===== config.mk =====
export PLATFORM = sky130hd
export DESIGN_NAME = eq_band_combiner
export DESIGN_NICKNAME = d
export VERILOG_FILES = /design/src/rtl/eq_pkg.sv /design/src/rtl/eq_mac_sat.sv /design/src/rtl/eq_band_combiner.sv
export SDC_FILE = /design/constraint.sdc
export NUM_CORES = 1
export LEC_CHECK = 0
export CAP_MARGIN = 40
export CORE_MARGIN = 3
export CORE_UTILIZATION = 25
export CTS_CLUSTER_SIZE = 28
export DETAILED_ROUTE_END_ITERATION = 10
export GPL_TIMING_DRIVEN = 0
export PLACE_DENSITY_LB_ADDON = 0.2
export SYNTH_ARGS = -nofsm -noshare
export SYNTH_HDL_FRONTEND = slang
export SYNTH_SLANG_ARGS = --single-unit

===== constraint.sdc =====
create_clock -name clk -period 19 [get_ports clk]
set_clock_uncertainty 0.15 [all_clocks]
set_input_delay 1.9 -clock clk [delete_from_list [all_inputs] [get_ports clk]]
set_output_delay 1.9 -clock clk [all_outputs]
set_load 0.02 [all_outputs]

===== src/rtl/eq_pkg.sv =====
// ---------------------------------------------------------------------------
// eq_pkg
// Shared definitions for the equalizer blocks: default sample width, gain
// fraction bits, band count, the band-combiner FSM state encoding, and a
// helper that sizes the MAC accumulator.
// No ports (package).
// ---------------------------------------------------------------------------
package eq_pkg;

   localparam int EQ_NBANDS    = 8;
   localparam int EQ_DATA_W    = 16;
   localparam int EQ_GAIN_FRAC = 12;

   typedef enum logic [1:0] {
      ST_IDLE = 2'd0,
      ST_MAC  = 2'd1,
      ST_HOLD = 2'd2
   } eq_state_e;

   // Full product width plus enough guard bits to sum NBANDS worst-case
   // products without overflow.
   function automatic int acc_width(input int data_w, input int nbands);
      return 2 * data_w + $clog2(nbands);
   endfunction

endpackage


===== src/rtl/eq_mac_sat.sv =====
// ---------------------------------------------------------------------------
// eq_mac_sat
// Multiply-accumulate datapath with round-half-up and saturation. One signed
// DATA_W x DATA_W multiplier is shared across all bands; the controller
// presents one band/gain pair per cycle.
// Ports:
//   clk, rst_n  clock, asynchronous active-low reset
//   clr         clear the accumulator (start of a new sample set)
//   mac_en      accumulate a*b this cycle
//   fin         last product of the set: round, saturate and register y/sat
//   a, b        signed band sample and Q4.12 gain for the current band
//   y, sat      registered result and clip flag (held until the next fin)
// ---------------------------------------------------------------------------
module eq_mac_sat
   import eq_pkg::*;
#(
   parameter int NBANDS    = EQ_NBANDS,
   parameter int DATA_W    = EQ_DATA_W,
   parameter int GAIN_FRAC = EQ_GAIN_FRAC
) (
   input  logic                     clk,
   input  logic                     rst_n,
   input  logic                     clr,
   input  logic                     mac_en,
   input  logic                     fin,
   input  logic signed [DATA_W-1:0] a,
   input  logic signed [DATA_W-1:0] b,
   output logic signed [DATA_W-1:0] y,
   output logic                     sat
);

   localparam int ACC_W  = acc_width(DATA_W, NBANDS);
   localparam int PROD_W = 2 * DATA_W;

   localparam logic signed [ACC_W-1:0] HALF  = ACC_W'(1) << (GAIN_FRAC - 1);
   localparam logic signed [ACC_W-1:0] Y_MAX = (ACC_W'(1) << (DATA_W - 1)) - ACC_W'(1);
   // Two's complement: ~MAX == -MAX-1 == most negative DATA_W value.
   localparam logic signed [ACC_W-1:0] Y_MIN = ~Y_MAX;

   logic signed [ACC_W-1:0]  acc_q, acc_d;
   logic signed [DATA_W-1:0] y_q, y_d;
   logic                     sat_q, sat_d;

   logic signed [PROD_W-1:0] prod;
   logic signed [ACC_W-1:0]  prod_ext;
   logic signed [ACC_W-1:0]  sum;
   logic signed [ACC_W-1:0]  rnd;
   logic signed [ACC_W-1:0]  shifted;

   // Operands are sign-extended to the product width so the multiply is
   // evaluated fully signed at 2*DATA_W bits.
   assign prod     = $signed({{DATA_W{a[DATA_W-1]}}, a}) * $signed({{DATA_W{b[DATA_W-1]}}, b});
   assign prod_ext = ACC_W'(prod);
   assign sum      = acc_q + prod_ext;
   assign rnd      = sum + HALF;
   assign shifted  = rnd >>> GAIN_FRAC;

   always_comb begin
      acc_d = acc_q;
      y_d   = y_q;
      sat_d = sat_q;
      if (clr) begin
         acc_d = '0;
      end else if (mac_en) begin
         acc_d = sum;
         // The final product goes straight into the rounding path so the
         // result is registered on the same edge as the last accumulation.
         if (fin) begin
            if (shifted > Y_MAX) begin
               y_d   = Y_MAX[DATA_W-1:0];
               sat_d = 1'b1;
            end else if (shifted < Y_MIN) begin
               y_d   = Y_MIN[DATA_W-1:0];
               sat_d = 1'b1;
            end else begin
               y_d   = shifted[DATA_W-1:0];
               sat_d = 1'b0;
            end
         end
      end
   end

   always_ff @(posedge clk or negedge rst_n) begin
      if (!rst_n) begin
         acc_q <= '0;
         y_q   <= '0;
         sat_q <= 1'b0;
      end else begin
         acc_q <= acc_d;
         y_q   <= y_d;
         sat_q <= sat_d;
      end
   end

   assign y   = y_q;
   assign sat = sat_q;

endmodule


===== src/rtl/eq_band_combiner.sv =====
// ---------------------------------------------------------------------------
// eq_band_combiner
// Combines NBANDS equalizer band outputs into one sample:
//   y = sat(round(sum band[k]*g[k]) >> GAIN_FRAC)
// A sample set is captured on accept, then one band is multiplied and
// accumulated per cycle through eq_mac_sat; the result is held until taken.
//
// Handshake: a transfer happens on a rising edge where valid and ready are
// both high. in_ready is high only in IDLE, out_valid only in HOLD, so the
// two are never high together. Once out_valid rises, y/sat/out_valid stay
// unchanged until out_ready is seen; out_ready while out_valid is low has no
// effect. Inputs are only looked at in the IDLE accept cycle.
//
// Ports:
//   clk, rst_n           clock, asynchronous active-low reset
//   band[NBANDS]         signed per-band samples (DATA_W each)
//   g[NBANDS]            signed per-band gains, Q4.12 (DATA_W each)
//   in_valid / in_ready  input sample-set handshake
//   y, sat               combined saturated sample and clip flag
//   out_valid/out_ready  output handshake
// ---------------------------------------------------------------------------
module eq_band_combiner
   import eq_pkg::*;
#(
   parameter int NBANDS    = EQ_NBANDS,
   parameter int DATA_W    = EQ_DATA_W,
   parameter int GAIN_FRAC = EQ_GAIN_FRAC
) (
   input  logic                           clk,
   input  logic                           rst_n,
   input  logic [NBANDS-1:0][DATA_W-1:0]  band,
   input  logic [NBANDS-1:0][DATA_W-1:0]  g,
   input  logic                           in_valid,
   output logic                           in_ready,
   output logic signed [DATA_W-1:0]       y,
   output logic                           out_valid,
   input  logic                           out_ready,
   output logic                           sat
);

   localparam int               IDX_W    = (NBANDS > 1) ? $clog2(NBANDS) : 1;
   localparam logic [IDX_W-1:0] LAST_IDX = IDX_W'(NBANDS - 1);

   eq_state_e                      state_q, state_d;
   logic [IDX_W-1:0]               idx_q, idx_d;
   logic [NBANDS-1:0][DATA_W-1:0]  band_q, band_d;
   logic [NBANDS-1:0][DATA_W-1:0]  g_q, g_d;

   logic clr;
   logic mac_en;
   logic fin;

   always_comb begin
      state_d   = state_q;
      idx_d     = idx_q;
      band_d    = band_q;
      g_d       = g_q;
      clr       = 1'b0;
      mac_en    = 1'b0;
      fin       = 1'b0;
      in_ready  = 1'b0;
      out_valid = 1'b0;
      case (state_q)
         ST_IDLE: begin
            in_ready = 1'b1;
            if (in_valid) begin
               band_d  = band;
               g_d     = g;
               idx_d   = '0;
               clr     = 1'b1;
               state_d = ST_MAC;
            end
         end
         ST_MAC: begin
            mac_en = 1'b1;
            if (idx_q == LAST_IDX) begin
               fin     = 1'b1;
               idx_d   = '0;
               state_d = ST_HOLD;
            end else begin
               idx_d = idx_q + IDX_W'(1);
            end
         end
         ST_HOLD: begin
            out_valid = 1'b1;
            if (out_ready) begin
               state_d = ST_IDLE;
            end
         end
         default: begin
            state_d = ST_IDLE;
         end
      endcase
   end

   always_ff @(posedge clk or negedge rst_n) begin
      if (!rst_n) begin
         state_q <= ST_IDLE;
         idx_q   <= '0;
         band_q  <= '0;
         g_q     <= '0;
      end else begin
         state_q <= state_d;
         idx_q   <= idx_d;
         band_q  <= band_d;
         g_q     <= g_d;
      end
   end

   eq_mac_sat #(
      .NBANDS    (NBANDS),
      .DATA_W    (DATA_W),
      .GAIN_FRAC (GAIN_FRAC)
   ) u_mac (
      .clk    (clk),
      .rst_n  (rst_n),
      .clr    (clr),
      .mac_en (mac_en),
      .fin    (fin),
      .a      (band_q[idx_q]),
      .b      (g_q[idx_q]),
      .y      (y),
      .sat    (sat)
   );

endmodule

After elaboration in Yosys (flattened, before gate mapping). Cells that the tools add are included. Widths: inputs -> output; s select.

Order comparisons: 3. Add/sub/neg operators: 3. Equal/unequal tests: 6. Bitwise gates (word level): 1. $mul: 1. Multiplexer cells: 24. Reduce and logical (&&, ||, !) cells: 7.

Operators by type and width (number): $bmux 16 s3 (2); $mux 35 (2); $mux 16 (4); $add 35x13->35 const B (1); $add 35x32->35 (1); $mul 16x16->32 (1); $gt 23x16->1 const B (1); $lt 23x16->1 const B (1); $mux 1 (9); $mux 2 (3); $mux 3 (2); $ne 2x2->1 const B (3); $pmux 2 s3 (1); $pmux 3 s2 (1); $reduce_and 3->1 (2); $lt 3x4->1 const B (1); $reduce_and 2->1 (2); $reduce_bool 2->1 (2); $add 3x1->3 const B (1); $eq 3x3->1 const B (1); $eq 2x1->1 const B (1); $eq 2x2->1 const B (1); $logic_not 2->1 (1); $not 1->1 (1).

Output and inout port bits: 19. Word-level logic and storage cells: 66. Input port bits: 260. Register bits after elaboration: 313.

Depth between registers and ports, before layout. Gate-level depths: netlist (run 1).

Depth after elaboration: 8. Depth in mapped cells: 36. Gate-level depth less buffers: 32.

Cells and area by module. Synthesis (run 1) repeated with hierarchy kept, for this count alone.

Cell total of the unflattened synthesis: 2224. Area, all modules: 26400.3 um^2.

By module, submodules not included: eq_mac_sat (cells an instance 1546, area an instance 14515.2 um^2, seq. area each 1301.2 um^2, instances 1); eq_band_combiner (cells an instance 678, area an instance 11885.1 um^2, seq. area each 6531.3 um^2, instances 1).

Worst setup path before layout (run 1). Ideal clock, no wire load.

Path kind: register to register. Start point: reg idx_q[0]. End point: reg u_mac.y_q[12] (netlist: u_mac.y[12]). Data required time: 18.776 ns. Slack: 9.072 ns. Path buffers: 5. Period minus slack after synthesis: 9.928 ns. Data arrival time: 9.704 ns. Stages on the path, launching flop included: 35. Path through: dfrtp_1 > buf_1 > clkbuf_1 > buf_1 > mux4_2 > mux2i_1 > nor2_1 > fa_1 > inv_1 > fa_1 > inv_1 > ha_1 > fa_1 > inv_1 > fa_1 > fa_1 > inv_1 > ha_1 > and3_1 > a221o_1 > buf_2 > a2111oi_0 > nor3_1 > inv_1 > ha_1 > nand2_1 > or4_1 > a31oi_1 > and3_1 > or4b_4 > a32oi_1 > nand4b_1 > o2111a_2 > buf_6 > o21ai_2.

Cells in the longest elaborated chain, start to end: 8. Elaborated cells on any way between the ends: 15. Classes of those cells: add/sub: 2; mul: 1; order compare: 2; eq/ne: 1; mux: 8; reduce/logical: 1.

Ends and longest elaborated chain: start, declared (line eq_band_combiner.sv:45) `logic [IDX_W-1:0] idx_q, idx_d;`; start signal, assigned (line eq_band_combiner.sv:104) `idx_q <= idx_d;`; $bmux 16 s3 (on tied branches) (line eq_band_combiner.sv:120, eq_band_combiner.sv:121); $mux 16 (on tied branches) (line eq_band_combiner.sv:120, eq_band_combiner.sv:121); $mul 16x16->32 (line eq_mac_sat.sv:52) `assign prod = $signed({{DATA_W{a[DATA_W-1]}}, a}) * $signed({{DATA_W{b[DATA_W-1]}}, b});`; $add 35x32->35 (line eq_mac_sat.sv:54) `assign sum = acc_q + prod_ext;`; $add 35x13->35 (line eq_mac_sat.sv:55) `assign rnd = sum + HALF;`; $lt 23x16->1 (line eq_mac_sat.sv:72) `end else if (shifted < Y_MIN) begin`; $mux 16 (line eq_mac_sat.sv:72); $mux 16 (line eq_mac_sat.sv:69) `if (shifted > Y_MAX) begin`; end signal, assigned (line eq_mac_sat.sv:90) `y_q <= y_d;`; end, declared (line eq_mac_sat.sv:41) `logic signed [DATA_W-1:0] y_q, y_d;`.

Several ways; a longest one is shown, not always the timed one. The select of a mux whose other input is x is not followed. A chain may end at the register's enable or synchronous reset.

Worst setup path in the final report (run 1).
Start point: reg idx_q[0]. End point: reg u_mac.y_q[11] (netlist: u_mac.y[11]).

Same word-level chain as after synthesis.

==> qor.yml, run 1 <==
dr.pass1.iters: 5
core_mm2: 0.102
finalSetupViolations: 0
row_count: 117
ys_seq_area_share_pct: 30.2
cts_max_level: 2
antenna_found_initial: 3
syn_avg_cell_area_um2: 9.16
synth_nets: 3506
ant_nets: 0
synth_mux_area_share_pct: 7.94
wl_um: 95800
cts-root-buf: "clkbuf_16"
wl_per_cell_um: 20.8
path_buf_inv: 12
synth_common_cells: "nand2_1, inv_1, dfrtp_1, fa_1, nor2_1"
numCtsBuffers: 40
clock_latency_ns: 0.61
hold_path.class: "reg -> reg"
gp_congestion: 0.860
synth.area.top_cells: "dfrtp_1, fa_1, nand2_1"
synth_top_family_by_area: "adder cells"
max_freq_ghz: 0.0850
cts_resized: 0
grt_pass1_vias: 22343
cpPeakStageDelay_ns: 0.71
synth_fa_ha_area_share_pct: 29.1
ys_warn_count: 0
required_ns: 19.35
critPathCaptureType: "register"
clock_sinks: 313
syn_area_mm2: 0.0259
path_class: "reg -> reg"
clkTransAtPathRegs_ns: 0.07
setup_tns_ns: 0
yosys_register_bits: 313
synth-compound-area-share_pct: 4.53
cp_data_arrival_time_ns: 12.11
hold_violations: 0
cts_hold_buf: 0
track_usage_pct: 18.1
vias_per_cell: 4.53
drive_gt1_share_pct: 7.23
die_x_um: 328
grt_pass1_wl_um: 145000
dr.first_iter.drc_count: 1480
slowest_stage: "buf_1"
rsz0062_at_grt: "false"
ys.flop_type: "dfrtp_1"
slew_violations: 0
clock_path_buffers: 3
fp.dieArea_mm2: 0.108
startpoint_type: "register"
post_cts_buffers: 0
synth_simple_gate_area_share_pct: 19.2
worst_pin_slew_ns: 0.867
io_buffers: 278
syn_inst: 2829
cts_tree: "done"
outcome: "finished, final reports clean"
synth_xor_area_share_pct: 1.52
grt_max_degree: 108
slew_headroom_pct: 40.5
fin_crit_ns: 11.76
die_y_um: 328
yosysUniqueCellTypes: 71
overflow: 0
dp_hpwl_um: 79400
max_cap_viol_count: 0
synth-edff-count: 0
post-place-ws_ns: 7.12
initial_core_util_pct: 25.3
synth_top_area_share_pct: 30.2
timing.final.ws_setup_ns: 7.24
period_share_pct: 61.9
path_delay_family: "adder cells"
final_nets: 3872
drc: 0
ios: 279
cp_max_fo: 10
yosysMostFrequentCell: "nand2_1"
synth_top_area_cell: "dfrtp_1"
area_growth_pct: 24.7
vias: 20821
synthArstFlopShare_pct: 100
## final cells by class
type	instances	area, µm²
diodes	3	7.51
plain buffers	128	519
clock buffers	57	1150
clock inverters	14	225
fillers	10831	70000
inverters	375	1410
multi-input cells	2013	16200
flip-flops and latches	313	7830
well taps	1368	1710
repair buffers	324	3290
## cells in the final DEF (no fill, tap or decap), types with 19 or more instances in the layout
cell type,count
a21oi_1,41
buf_4,21
clkbuf_1,111
clkbuf_16,40
clkdlybuf4s50_1,277
dfrtp_1,313
fa_1,310
ha_1,107
inv_1,375
mux2_2,24
mux2i_1,33
mux4_2,64
nand2_1,948
nand3_1,40
nand4_1,19
nor2_1,169
o21ai_0,63
xnor2_1,29
## layer usage
| layer | up-vias | share of wire (%) | GRT usage [%] |
|---|---|---|---|
| li1 | 9569 | - | - |
| met1 | 10637 | 45 | 24.7 |
| met2 | 506 | 47 | 30.2 |
| met3 | 107 | 5.3 | 2.43 |
| met4 | 2 | 2.7 | 4.21 |
| met5 | - | 0.021 | 0 |
## flip-flops by register name (all words and copies together) (netlist names)
register,flops
g_q,128
u_mac.acc_q,35
u_mac.sat,1
band_q,128
u_mac.y,16
idx_q,3
state_q,2
## through the flow
step	hold slack (ns)	util [%]	instances	area (µm²)
3_5_place_dp	0.308	30.2	4521	30900
5_1_grt	0.335	31.6	4592	32300
6_report	0.320	31.6	4595	32300
3_3_place_gp	0.304	29.7	4475	30400
4_1_cts	0.323	31.6	4592	32300
2_1_floorplan	0.290	-	2829	25900
## path summary, 6_finish.rpt
path | endpoint | cells past startpoint | from | slack (ns)
worst max-delay path | u_mac.y[11] | 36 | idx_q[0] | 7.24
worst min-delay path | band_q[90] | 2 | band_q[90] | 0.32
worst max register to register | u_mac.y[11] | 36 | idx_q[0] | 7.24
worst min register to register | band_q[90] | 2 | band_q[90] | 0.32
max in group asynchronous | g_q[95] | 3 | rst_n | 16.29
min in group asynchronous | u_mac.y[4] | 1 | rst_n | 1.05
## logic make-up (layout without fill, tap and decap cells)
| group | after synthesis | in the layout |
|---|---|---|
| simple gates | 1247 | 1247 |
| xor+xnor | 45 | 45 |
| compound gates | 182 | 182 |
| flops | 313 | 313 |
| fa+ha+maj | 417 | 417 |
| mux | 122 | 122 |
| other cells | 0 | 3 |
| buf+inv | 503 | 898 |
## tightest hold or removal path, delay by kind of cell, from the launching register on
kind             cells  cell delay (ns)
and+or+nand+nor      2             0.10
DFF                  1             0.34
Power of run 1 is left out: the tool's default activity adds up to more than one toggle a clock period on the data nets, which glitch-free logic cannot reach.
==> run 2: changes to the inputs <==
Clock period 19 ns to 11.34 ns, I/O delays scaled along.
==> qor.yml, run 2 (synthesized netlist as in run 1, its figures left out) <==
numPlacedInstances: 4521  # unchanged
critPathCaptureType: "register"
required_ns: 11.69  # -7.66 ns
grt_pass1_wl_um: 145000  # about the same
vias_per_cell: 4.55  # +0.49%
finalSetupViolations: 0  # unchanged
clock_sinks: 313  # unchanged
clock_latency_ns: 0.61  # about the same
hold_violations: 0  # unchanged
wl_per_cell_um: 20.9  # +0.20%
die_y_um: 328  # unchanged
ant_nets: 0  # unchanged
gp_congestion: 0.860  # unchanged
final_cell_mix: "nand2_1, inv_1, dfrtp_1, fa_1, clkdlybuf4s50_1"
final_nets: 3871  # -0.026%
clock_path_buffers: 3  # unchanged
max_freq_ghz: 0.0932  # +9.6%
wl_um: 96000  # +0.20%
hold_path.class: "in -> async"
vias: 20922  # +0.49%
grt_max_degree: 108  # unchanged
clkTransAtPathRegs_ns: 0.06  # about the same
period_share_pct: 94.6  # +33 points
antenna_found_initial: 2  # -1
placed_cell_area_mm2: 0.0309  # unchanged
area_growth_pct: 24.9
cts-root-buf: "clkbuf_16"
slew_violations: 0  # unchanged
dp_hpwl_um: 79400  # unchanged
cp_data_arrival_time_ns: 11.08  # -1.03 ns
nFillCells: 10826  # -0.046%
grt_pass1_vias: 22367  # +0.11%
reg.largest.list: "band_q (128), g_q (128), u_mac.acc_q (35)"
core_mm2: 0.102  # unchanged
fp.dieArea_mm2: 0.108  # unchanged
outcome: "finished, final reports clean"
track_usage_pct: 18.0  # about the same
numCtsBuffers: 40  # unchanged
drc: 0  # unchanged
post_cts_buffers: 0  # unchanged
rsz0062_at_grt: "false"
dr.pass1.iters: 5  # unchanged
layout_commonest_cell: "nand2_1"
cts_tree: "done"
regToRegSetupSlack_ns: 0.61  # -6.63 ns
path_class: "reg -> reg"
stdcell_count: 4595  # unchanged
fin_crit_ns: 10.73  # -1.03 ns
slowest_stage: "mux4_2"
dr.first_iter.drc_count: 1487  # +0.47%
slew_headroom_pct: 40.0  # -0.52 points
final_area_mm2: 0.0324  # +0.20%
worst_pin_slew_ns: 0.900  # +0.0325 ns
drive_gt1_share_pct: 7.82  # +0.59 points
overflow: 0  # unchanged
cp_max_fo: 10  # unchanged
max_cap_viol_count: 0  # unchanged
cpPeakStageDelay_ns: 0.58  # -0.13 ns
io_buffers: 278  # unchanged
startpoint_type: "register"
ios: 279  # unchanged
timing.hold.ws_ns: 0.278  # -0.0419 ns
worstRegToRegCells: 35  # -2.8%
post-place-ws_ns: -0.538  # -7.66 ns
cts_max_level: 2  # unchanged
die_x_um: 328  # unchanged
initial_core_util_pct: 25.3  # unchanged
timing.final.ws_setup_ns: 0.612  # -6.63 ns
row_count: 117  # unchanged
run 2: cell types whose count changed in the layout (fill, tap and decap cells not counted), moves of 2 or more:
cell | previous run | this run
buf_1 | 14 | 9
mux2i_1 | 33 | 30
buf_2 | 8 | 10
mux2i_4 | 0 | 2
clkbuf_2 | 1 | 10
clkbuf_1 | 111 | 103
run 2: path summary, 6_finish.rpt:
check / end / start
max: u_mac.y[11] / idx_q[0]
min: u_mac.y[4] / rst_n
max reg2reg: u_mac.y[11] / idx_q[0]
min reg2reg: band_q[114] / band_q[114]
max in group asynchronous: g_q[95] / rst_n
min in group clk: band_q[114] / band_q[114]
run 2: critical path, delay by kind of cell, from the launching register on:
kind	cells	cell delay, ns
fa+ha+maj	8	3.52
simple gates	8	1.90
buf+inv	11	1.86
compound gates	6	1.56
mux	2	1.00
flops	1	0.57
run 2: per-stage QoR:
stage	util (%)	setup TNS (ns)
3_5_place_dp	30.2	-7.75
4_1_cts	31.6	0
2_1_floorplan	-	0
5_1_grt	31.6	0
3_3_place_gp	29.7	-2035.61
6_report	31.6	0
run 2: cell type report:
class,count,area (µm²),share of cell area [%]
multi-input combinational,2013,16200,50.1
sequential,313,7830,24.2
timing repair buffer,324,3290,10.2
tap,1368,1710,5.29
inverter,375,1410,4.35
clock buffer,57,1150,3.57
buffer,127,533,1.65
clock inverter,14,225,0.696
antenna,4,10.0,0.0309
run 2: repair_timing:
| item | in CTS | in global routing |
|---|---|---|
| endpoints found under the setup margin | 16 | 17 |
| hold buffers | 0 | 0 |
| hold endpoints to repair | 0 | 0 |
| resized for setup | 7 | 26 |
run 2: metal layers:
layer  wire [µm]  GRT usage, %
met1       43000          24.6
met2       46000          30.2
met3        4660          2.56
met4        2310          4.29
met5          20             0
Power of run 2 is left out for the same reason.
==> variant, RTL diff (config.mk and constraints of run 2) <==
`EQ_NBANDS`: 8 -> 4.
--- a/src/rtl/eq_pkg.sv
+++ b/src/rtl/eq_pkg.sv
@@ -7,7 +7,7 @@
 // ---------------------------------------------------------------------------
 package eq_pkg;
 
-   localparam int EQ_NBANDS    = 8;
+   localparam int EQ_NBANDS    = 4;
    localparam int EQ_DATA_W    = 16;
    localparam int EQ_GAIN_FRAC = 12;
 
Ports: changed (resized band and g); port bits go from 279 to 151. No check against the original RTL was run, so the function may have changed too.
==> variant against run 2 <==
Routed wire length decreased by 28%; design area decreased by 26%; first-iteration DRC count decreased by 27%; final cell count decreased by 23%; hold slack improved by 0.048 ns; global-route usage decreased by 1.1 points; sequential cell count decreased by 130; setup slack got worse by 0.12 ns; area after synthesis decreased by 22%; critical path depth decreased by 5; count of clock-buffer cells in the layout decreased by 40; critical endpoint unchanged; largest cell class unchanged.
Power is left out: the tool's default activity adds up to more than one toggle a clock period on the data nets, which glitch-free logic cannot reach.
==> variant: results (changes against run 2) <==
INFO  sta            timing.slew.headroom=0.390 [-0.0104]
INFO  detailed_routing route.final.wire_length=68900µm [-28%]
INFO  critical_path  timing.critical_path.max_delay_family=adder cells
INFO  final_layout   final_cells=3525 [-23%]
INFO  cts            clk-insertion-delay-late=0.50ns [-0.11 ns]
INFO  cts            clock_tree.buffer_depth=2 [-1]
INFO  synth          synthTopCellsByArea=fa_1 30%, dfrtp_1 23%, nand2_1 11%
INFO  critical_path  critical-path-max-stage-delay=0.60ns [+0.02 ns]
INFO  grt            antenna_found_initial=0 [-2]
INFO  grt            grt_pass1_wl=109000µm [-25%]
INFO  cts            clk_transition_reported_paths=0.09ns [+0.03 ns]
INFO  synth          post_synth_num_cell_types=82 [+15%]
INFO  synth          synth-compound-area-share=0.0720 [+0.0266]
INFO  grt            grt_pass1_vias=17700 [-21%]
INFO  grt            grt_max_degree=116 [+7.4%]
INFO  worst_hold_path min_path_type=reg -> reg
INFO  critical_path  worst_ep_arrival_time=11.06ns [-0.02 ns]
INFO  final_layout   fillers=8546 [-21%]
INFO  critical_path  crit_slowest_cell=fa_1
INFO  synth          synth_warnings=0 [unchanged]
INFO  final_layout   final_nets=3003 [-22%]
INFO  synth          post_synth_fa_ha_maj_area_fraction=0.366 [+0.0743]
INFO  cts            cts_htree_levels=4 [+2]
INFO  synth          synth-async-reset-ratio=1.00 [unchanged]
INFO  synth          synthFlopType=dfrtp_1
INFO  placement      dpl.cell_count=3500 [-23%]
INFO  cts            cts_root_buffer=clkbuf_16
INFO  detailed_routing drtIter0Drc=1082 [-27%]
INFO  synth          mux_cell_area_share_after_synthesis=0.0362 [-0.0432]
INFO  synth          synth_nets=2817 [-20%]
INFO  synth          synth_xor_xnor_area_share=0.0241 [+0.00887]
INFO  final_layout   biggestRegsByFlops=band_q x64, g_q x64, u_mac.acc_q x34
INFO  cts            cts_buf_count=17 [-57%]
INFO  grt            globalRouteTotalUtil=0.169 [-0.0112]
INFO  placement      post-dp-hpwl=58000µm [-27%]
INFO  synth          number_of_cells_produced_by_synthesis=2276 [-20%]
INFO  placement      gpl.final_weighted_congestion=0.885 [+2.9%]
INFO  run            max_cap_viol_count=0 [unchanged]
INFO  synth          synth.yosys.seq_area_share=0.226 [-0.0763]
INFO  critical_path  critPathMaxFanout=10 [unchanged]
INFO  final_layout   drive_above_1_share=0.0646 [-0.0135]
INFO  detailed_routing drtPass1Iterations=5 [unchanged]
INFO  final_layout   insertedDiodeCount=0 [-4]
INFO  placement      buffer_ports.inserted=150 [-46%]
INFO  cts            cts-hold-fix-buffers=0 [unchanged]
INFO  detailed_routing vias_per_cell=4.57 [+0.35%]
INFO  status         status=completed
INFO  synth          synth_top_cells_by_count=603 x nand2_1, 362 x inv_1, 305 x fa_1, 183 x dfrtp_1, 129 x nor2_1
[variant: cell types whose count changed after synthesis, sizes merged, moves of 21 or more]
cell           run 2  this run
nor2             170       129
mux4              64         9
and2               7        33
clkbuf           104        83
dfrtp            313       183
nand2            948       603
[variant: layout make-up]
cell class / count / share of cell area
multi-input combinational: 1630 / 0.580
timing repair buffer: 174 / 0.0726
sequential: 183 / 0.191
buffer: 94 / 0.0184
clock buffer: 17 / 0.0177
tap: 1050 / 0.0547
clock inverter: 15 / 0.00917
inverter: 362 / 0.0566
[variant: routing by layer]
layer / vias up / track usage / routed length (µm)
li1: 7408 / - / -
met1: 8251 / 0.229 / 31000
met2: 386 / 0.284 / 33200
met3: 62 / 0.0247 / 3130
met4: 0 / 0.0434 / 1520
met5: - / 0 / 0
[variant: cell families after synthesis]
group,count (synthesis)
AOI/OAI and AO/OA,213
xor gates and xnor gates,52
adders and majority gates,409
buffers and inverters,463
DFF,183
muxes,59
and+or+nand+nor,897
[variant: worst reg2reg max path: cells and delay by family, from the launching register on]
kind,cells,cell delay (ns)
and+or+nand+nor,4,1.64
buffers and inverters,10,2.49
AOI/OAI and AO/OA,5,1.46
xor gates and xnor gates,2,0.43
muxes,1,0.34
adders and majority gates,8,3.78
DFF,1,0.44
[variant: path summary, 6_finish.rpt]
path                       startpoint           to  slack, ns  cells after the start
setup / recovery             idx_q[1]  u_mac.y[11]       0.49                     30
hold / removal                g_q[59]      g_q[59]       0.33                      2
setup reg to reg             idx_q[1]  u_mac.y[11]       0.49                     30
min in group asynchronous       rst_n      g_q[43]       0.44                      1
max in group asynchronous       rst_n      g_q[61]       9.58                      2
hold reg to reg               g_q[59]      g_q[59]       0.33                      2
[variant: through the flow]
step / instance area [µm²] / setup slack [ns]
finish: 24000 / 0.492
global route: 24000 / 0.0111
floorplan: 20300 / 1.70
detailed placement: 23300 / -0.589
global placement: 23100 / -1.11
CTS: 24000 / 0.0452
[variant: repair_timing]
action                                  in CTS  in global routing
endpoints found under the setup margin      16                 17
setup buffers                                0                  0
resized for setup                           11                 26
